**src/rtl/seq_mac_reduce_pkg.sv**
```systemverilog
// Shared types, mode encodings and width helpers for the sequential MAC/max reducer.
package seq_mac_reduce_pkg;

   typedef enum logic [1:0] {
      IDLE = 2'd0,
      ACC  = 2'd1,
      DONE = 2'd2
   } state_e;

   localparam logic MODE_SUM = 1'b0;
   localparam logic MODE_MAX = 1'b1;

   // Accumulator width: a full product plus headroom so that summing every pair cannot wrap.
   function automatic int unsigned acc_width(input int unsigned width, input int unsigned pairs);
      return 2 * width + ((pairs > 1) ? $clog2(pairs) : 0);
   endfunction

   // Pair index width, never narrower than one bit.
   function automatic int unsigned idx_width(input int unsigned pairs);
      return (pairs > 1) ? $clog2(pairs) : 1;
   endfunction

endpackage

```
**src/rtl/seq_mac_fsm.sv**
```systemverilog
// Job sequencer: IDLE -> ACC (one pair per cycle) -> DONE -> IDLE, with the pair index counter.
module seq_mac_fsm
   import seq_mac_reduce_pkg::*;
#(
   parameter  int unsigned PAIRS = 4,
   localparam int unsigned IDX_W = idx_width(PAIRS)
) (
   input  logic             clk,
   input  logic             rst,
   input  logic             start,
   output logic             busy,
   output logic             done,
   output logic [IDX_W-1:0] idx,
   output logic             capture_c,
   output logic             acc_c,
   output logic             last_c
);

   state_e           state_q, state_d;
   logic [IDX_W-1:0] idx_q, idx_d;
   logic             busy_q, busy_d;
   logic             done_q, done_d;

   // State, index and status registers; reset aborts any running job immediately.
   always_ff @(posedge clk or posedge rst) begin
      if (rst) begin
         state_q <= IDLE;
         idx_q   <= '0;
         busy_q  <= 1'b0;
         done_q  <= 1'b0;
      end else begin
         state_q <= state_d;
         idx_q   <= idx_d;
         busy_q  <= busy_d;
         done_q  <= done_d;
      end
   end

   // Next-state logic; busy/done are registered from the next state so they track state_q exactly.
   always_comb begin
      state_d   = state_q;
      idx_d     = idx_q;
      capture_c = 1'b0;
      acc_c     = 1'b0;
      last_c    = 1'b0;
      unique case (state_q)
         IDLE: begin
            if (start) begin
               state_d   = ACC;
               idx_d     = '0;
               capture_c = 1'b1;
            end
         end
         ACC: begin
            acc_c = 1'b1;
            if (idx_q == IDX_W'(PAIRS - 1)) begin
               last_c  = 1'b1;
               state_d = DONE;
            end else begin
               idx_d = idx_q + IDX_W'(1);
            end
         end
         DONE: begin
            state_d = IDLE;
         end
         default: begin
            state_d = IDLE;
         end
      endcase
      busy_d = (state_d != IDLE);
      done_d = (state_d == DONE);
   end

   assign busy = busy_q;
   assign done = done_q;
   assign idx  = idx_q;

endmodule

```
**src/rtl/seq_mac_reduce.sv**
```systemverilog
// Sequential reducer: sum or maximum of PAIRS unsigned products, one pair per cycle.
module seq_mac_reduce
   import seq_mac_reduce_pkg::*;
#(
   parameter int unsigned WIDTH = 32,
   parameter int unsigned PAIRS = 4
) (
   input  logic                     clk,
   input  logic                     rst,
   input  logic                     start,
   input  logic                     mode,
   input  logic [2*PAIRS*WIDTH-1:0] operands,
   output logic [WIDTH-1:0]         result,
   output logic                     overflow,
   output logic                     busy,
   output logic                     done
);

   localparam int unsigned OPS_W = 2 * PAIRS * WIDTH;
   localparam int unsigned PW    = 2 * WIDTH;
   localparam int unsigned ACC_W = acc_width(WIDTH, PAIRS);
   localparam int unsigned IDX_W = idx_width(PAIRS);

   logic [IDX_W-1:0] idx;
   logic             capture_c;
   logic             acc_c;
   logic             last_c;

   logic [OPS_W-1:0] ops_q, ops_d;
   logic             mode_q, mode_d;
   logic [ACC_W-1:0] acc_q, acc_d;
   logic [WIDTH-1:0] result_q, result_d;
   logic             overflow_q, overflow_d;

   logic [WIDTH-1:0] op_a [PAIRS];
   logic [WIDTH-1:0] op_b [PAIRS];
   logic [WIDTH-1:0] a_sel_c;
   logic [WIDTH-1:0] b_sel_c;
   logic [PW-1:0]    prod_c;
   logic [ACC_W-1:0] prod_ext_c;
   logic [ACC_W-1:0] acc_upd_c;

   seq_mac_fsm #(.PAIRS(PAIRS)) u_fsm (
      .clk       (clk),
      .rst       (rst),
      .start     (start),
      .busy      (busy),
      .done      (done),
      .idx       (idx),
      .capture_c (capture_c),
      .acc_c     (acc_c),
      .last_c    (last_c)
   );

   // Split the captured operand vector into per-pair a/b words.
   for (genvar k = 0; k < PAIRS; k++) begin : g_pair
      assign op_a[k] = ops_q[2*k*WIDTH +: WIDTH];
      assign op_b[k] = ops_q[(2*k+1)*WIDTH +: WIDTH];
   end

   // Combinational multiplier on the current pair and the accumulate/compare step.
   always_comb begin
      a_sel_c    = op_a[idx];
      b_sel_c    = op_b[idx];
      prod_c     = PW'(a_sel_c) * PW'(b_sel_c);
      prod_ext_c = ACC_W'(prod_c);
      if (mode_q == MODE_MAX) begin
         acc_upd_c = (prod_ext_c > acc_q) ? prod_ext_c : acc_q;
      end else begin
         acc_upd_c = acc_q + prod_ext_c;
      end
   end

   // Datapath next-state: capture on start, accumulate in ACC, publish on the last pair.
   always_comb begin
      ops_d      = ops_q;
      mode_d     = mode_q;
      acc_d      = acc_q;
      result_d   = result_q;
      overflow_d = overflow_q;
      if (capture_c) begin
         ops_d  = operands;
         mode_d = mode;
         acc_d  = '0;
      end else if (acc_c) begin
         acc_d = acc_upd_c;
         if (last_c) begin
            result_d   = acc_upd_c[WIDTH-1:0];
            overflow_d = |acc_upd_c[ACC_W-1:WIDTH];
         end
      end
   end

   // Datapath registers.
   always_ff @(posedge clk or posedge rst) begin
      if (rst) begin
         ops_q      <= '0;
         mode_q     <= MODE_SUM;
         acc_q      <= '0;
         result_q   <= '0;
         overflow_q <= 1'b0;
      end else begin
         ops_q      <= ops_d;
         mode_q     <= mode_d;
         acc_q      <= acc_d;
         result_q   <= result_d;
         overflow_q <= overflow_d;
      end
   end

   assign result   = result_q;
   assign overflow = overflow_q;

endmodule

```
**config.mk**
```make
export PLATFORM = sky130hd
export DESIGN_NAME = seq_mac_reduce
export DESIGN_NICKNAME = d
export VERILOG_FILES = /design/src/rtl/seq_mac_reduce_pkg.sv /design/src/rtl/seq_mac_fsm.sv /design/src/rtl/seq_mac_reduce.sv
export SDC_FILE = /design/constraint.sdc
export NUM_CORES = 2
export LEC_CHECK = 0
export CORE_ASPECT_RATIO = 1.5
export CORE_MARGIN = 5
export CORE_UTILIZATION = 50
export DETAILED_ROUTE_END_ITERATION = 12
export PLACE_DENSITY = 0.68
export SYNTH_ARGS = -nofsm -noshare
export SYNTH_HDL_FRONTEND = slang
export SYNTH_SLANG_ARGS = --single-unit
```
**constraint.sdc**
```tcl
create_clock -name clk -period 18.2 [get_ports clk]
set_input_delay 3.64 -clock clk [delete_from_list [all_inputs] [get_ports clk]]
set_output_delay 3.64 -clock clk [all_outputs]
set_load 0.01 [all_outputs]
```
Yosys cells after proc, flatten, opt, wreduce, memory -nomap -nowiden
Index checks and enable logic that the tools add are counted.
{ "classes": {"addsub": 2, "mul": 1, "eq_ne": 5, "n_div": 0, "reduce_logical": 7, "magnitude_cmp": 2, "mux": 21, "n_shift": 0, "bitwise": 2} }
{ "op_table": {"columns": ["op", "n"], "rows": [
  ["$mux 66", 4],
  ["$bmux 32 s2", 2],
  ["$mux 32", 4],
  ["$add 66x64->66", 1],
  ["$gt 64x66->1", 1],
  ["$mul 32x32->64", 1],
  ["$reduce_or 34->1", 1],
  ["$mux 2", 4],
  ["$pmux 2 s2", 2],
  ["$reduce_and 3->1", 2],
  ["$reduce_bool 2->1", 3],
  ["$mux 1", 5],
  ["$eq 2x2->1 const B", 2],
  ["$ne 2x2->1 const B", 2],
  ["$ge 3x3->1 const B", 1],
  ["$not 2->3", 1],
  ["$add 2x1->2 const B", 1],
  ["$eq 2x1->1 const B", 1],
  ["$logic_not 2->1", 1],
  ["$not 1->1", 1]
]} }
{ "totals": {"latchBits": 0, "in_bits": 260, "memories": 0, "wordCells": 49, "ff_bits": 362, "romBits": 0, "output_inout_bits": 35, "mem_bits_rw": 0} }

Depth between registers and ports, before layout
{ "depth": {"depth_word": 10, "mapped_depth": 50} }

Modules after synthesis
A second synthesis with hierarchy kept.
{ "hier_totals": {"hier_cells": 6088, "hier_area_um2": 55615.8} }
{ "by_module_without_submodules": {"columns": ["module", "cells_per_inst", "area_per_inst_um2", "n_inst"], "rows": [
  ["seq_mac_reduce", 6064, 55321.8, 1],
  ["seq_mac_fsm", 24, 294.0, 1]
]} }

Least setup slack after synthesis
Ideal clock, no wire load.
{ "synth_path": {"kind": "register to register", "from": "register u_fsm.idx_q[1] (netlist: u_fsm.idx[1])", "to": "register overflow_q (netlist: overflow)", "synth_period_minus_slack_ps": 12008, "setup_ps": 126, "n_path_buf": 6, "path_stages_with_launch": 48, "slack_ps": 6192, "required_ps": 18074, "arrival_time_ps": 11882, "cell_sequence": "dfrtp_1 clkbuf_1 buf_1 clkbuf_1 mux2i_1 nand2_1 o21ai_1 clkbuf_1 nor2_1 fa_1 fa_1 fa_1 inv_1 fa_1 inv_1 fa_1 inv_1 fa_1 [12 not listed] o31ai_1 a21oi_1 xnor2_1 ha_1 nand4_2 nor4_4 nand3_1 o211ai_1 a221oi_2 or2_1 buf_6 or3_1 o2111a_1 nor4_2 nand4_1 nor4_1 nand4_1 o32a_1"} }
{ "synth_between": {"elab_chain_cells": 9} }
{ "synth_lines": {"columns": ["element", "line", "rtl"], "rows": [
  ["from (decl)", "seq_mac_fsm.sv:20", "logic [IDX_W-1:0] idx_q, idx_d;"],
  ["from (signal assigned)", "seq_mac_fsm.sv:33", "idx_q <= idx_d;"],
  ["$not 2->3 (not written as such)", "seq_mac_reduce.sv:63, seq_mac_reduce.sv:64", null],
  ["$bmux 32 s2, on equally long branches", "seq_mac_reduce.sv:63, seq_mac_reduce.sv:64", null],
  ["$mux 32, on equally long branches (2 in a row)", "seq_mac_reduce.sv:63, seq_mac_reduce.sv:64", null],
  ["$mul 32x32->64", "seq_mac_reduce.sv:65", "prod_c = PW'(a_sel_c) * PW'(b_sel_c);"],
  ["$gt 64x66->1", "seq_mac_reduce.sv:68", "acc_upd_c = (prod_ext_c > acc_q) ? prod_ext_c : acc_q;"],
  ["$mux 66", "seq_mac_reduce.sv:68", null],
  ["$mux 66", "seq_mac_reduce.sv:67", "if (mode_q == MODE_MAX) begin"],
  ["$reduce_or 34->1", "seq_mac_reduce.sv:89", "overflow_d = |acc_upd_c[ACC_W-1:WIDTH];"],
  ["to (signal assigned)", "seq_mac_reduce.sv:107", "overflow_q <= overflow_d;"],
  ["to (decl)", "seq_mac_reduce.sv:33", "logic overflow_q, overflow_d;"]
]} }
Parallel ways exist; a longest one is shown, timed or not. The select of a mux whose other input is x is not followed.
A chain may end at the register's enable or synchronous reset.

Worst setup path after layout
{ "layout_path": {"from": "register u_fsm.idx_q[0] (netlist: u_fsm.idx[0])", "to": "register overflow_q (netlist: overflow)"} }
The elaborated chain is that of the path after synthesis.

==> impl_metrics.toml <==
[outcome]
status = "finished, final reports clean"

[timing]
setup_viol = 0
timing.slew.headroom_pct = 18.2
worst_slew_pin_slew_ns = 1.23
tns_ns = 0
drv_slew = 0
clock.fmax_ghz = 0.0713
min_period_ns = 14.02
final_hold_viol_count = 0
fin_skew_ns = 0.0362
rsz0062_at_grt = "no"
period_share_pct = 77.0

[worst_hold_path]
min_path_type = "reg2reg"

[worst_setup_path]
critPathLaunchType = "flip-flop"
crit_type = "reg2reg"
cp-end-kind = "flip-flop"
cpPeakStageDelay_ns = 0.79
required_ns = 18.69
path_max_fanout = 143
arrival_ns = 14.51
crit_top_cell = "fa_1"
crit_slowest_cell = "or2_2"

[floorplanning]
dieArea_um2 = 117000
io_pins = 295
coreArea_um2 = 110000
die_y_um = 417
die_w_um = 281
rows = 149
start_util_pct = 50.2

[synth]
yosys-top-cells-area = "fa_1, dfrtp_1, ha_1, inv_1, mux2_2"
synth_edf_count = 0
syn_avg_cell_area_um2 = 9.16
synth.largest_area_cell = "fa_1"
ys_async_sr_fraction_pct = 100
syn_area_um2 = 55200
postSynthCellCount = 6022
yosys_warnings = 0
ys_seq_area_share_pct = 16.4
synth-main-ff-cell = "dfrtp_1"
synth_top_area_share_pct = 32.5
netlist_top_cells_count = "inv_1, fa_1, nand2_1"
synth_nets = 7571
ys_types = 111
yosysMostFrequentCell = "inv_1"
synth-seq-cells = 362

[global_routing]
grt_start_max_net_pins = 189
grt_overflow_total = 0
grt_pass1_wl_um = 291000
grt_pass1_vias = 47700
antenna_found_initial = 12
grt.total_usage_pct = 32.9

[clock_tree]
clk_pin_slew_worst_paths_ns = 0.08
ctsHtreeMaxLevel = 2
cts_hold_buf = 0
cts_tree = "done"
post_cts_buffers = 0
cts_made_buffers = 37
post_cts_resized = 0
root_buffer = "clkbuf_16"
clk_latency_ns = 0.60
cts.sinks = 362
cts_buffer_depth = 3

[detailed_routing]
drt_iter0_drc = 3598
antenna_left = 0
drtPass1Iterations = 6
drc = 0
wl_met1_um = 66100
vias = 44800
avgViaCountPerCell = 5.88
highest_layer = "met5"
wl_met3_um = 16800
wl_met2_um = 92100
drt_wl_total_um = 194000
routedWlPerCell_um = 25.4

[final_layout]
drive_gt1_share_pct = 9.95
fin_nets = 7692
syn_to_final_growth_pct = 10.4

[placement]
dpl.hpwl_um = 151000
gp_congestion = 0.997
port-buffer-count = 294

[flow_run]
drv_cap = 0
stage by stage:
stage | util, % | cell area, µm² | worst slack (ns) | hold WS (ns) | std cells
floorplan | - | 55200 | 4.51 | 0.472 | 6022
global placement | 54.3 | 59600 | 4.70 | 0.467 | 7538
detailed placement | 54.3 | 59600 | 4.46 | 0.473 | 7538
CTS | 55.4 | 60900 | 4.38 | 0.491 | 7605
global route | 55.5 | 60900 | 3.46 | 0.516 | 7615
finish | 55.5 | 60900 | 4.18 | 0.484 | 7617
state kept, by name, summed over array words and instances (netlist names):
name / cells
u_fsm.state_q: 2
mode_q: 1
overflow: 1
u_fsm.busy: 1
ops_q: 256
u_fsm.idx: 2
u_fsm.done: 1
result: 32
acc_q: 66
critical path, delay by kind of cell, from the launching register on:
| family | cells | cell delay [ns] |
|---|---|---|
| adder cells (fa/ha/maj) | 10 | 4.73 |
| AO/OA/AOI/OAI | 13 | 3.54 |
| AND/OR/NAND/NOR | 12 | 3.25 |
| buffers and inverters | 6 | 1.14 |
| flip-flops | 1 | 0.77 |
| XOR/XNOR | 1 | 0.32 |
final timing paths:
check,from,slack [ns],to,cells after the start
min in group asynchronous,rst,3.50,ops_q[104],2
hold reg to reg,result[22],0.48,result[22],2
setup / recovery,u_fsm.idx[0],4.18,overflow,42
max in group asynchronous,rst,13.28,ops_q[117],3
setup reg to reg,u_fsm.idx[0],4.18,overflow,42
hold / removal,result[22],0.48,result[22],2
layout by cell type (no fill, tap or decap), types with 37 or more instances in the layout:
cell | Yosys | final
a21oi_1 | 200 | 200
clkbuf_16 | 0 | 37
nand3_1 | 53 | 53
nor2_1 | 607 | 607
ha_1 | 392 | 392
fa_1 | 897 | 897
o21ai_0 | 164 | 142
and2_1 | 48 | 48
nand2_1 | 790 | 790
xnor2_1 | 79 | 79
inv_1 | 1023 | 1021
mux2i_1 | 83 | 83
o21ai_1 | 43 | 46
o21a_1 | 70 | 69
buf_4 | 8 | 116
clkdlybuf4s50_1 | 0 | 294
dfrtp_1 | 362 | 359
mux2_2 | 337 | 337
metal layers:
layer	global-route usage, %	vias to the layer above
li1	-	19300
met2	54.4	2234
met4	23.1	2
met5	0	-
met1	38.0	22500
met3	7.00	797
area by class of cell:
class                      count  area [µm²]
clock buffer                  49        1030
tap                         1434        1790
timing repair buffer         414        3890
fill                        9813       48900
antenna                       12        30.0
multi-input combinational   4302       41000
inverter                    1026        3860
clock inverter                18         225
sequential                   362        9070
logic make-up (layout without fill, tap and decap cells):
| family | after synthesis | count (layout) | synth area share [%] |
|---|---|---|---|
| compound gates | 775 | 775 | 9.13 |
| simple gates | 1700 | 1700 | 13.0 |
| xor+xnor | 107 | 107 | 1.70 |
| buf+inv | 1358 | 1507 | 9.47 |
| mux | 431 | 431 | 8.81 |
| other cells | 0 | 12 | 0 |
| flops | 362 | 362 | 16.4 |
| fa+ha+maj | 1289 | 1289 | 41.4 |
Power is left out: the tool's default activity adds up to more than one toggle a clock period on the data nets, which glitch-free logic cannot reach.
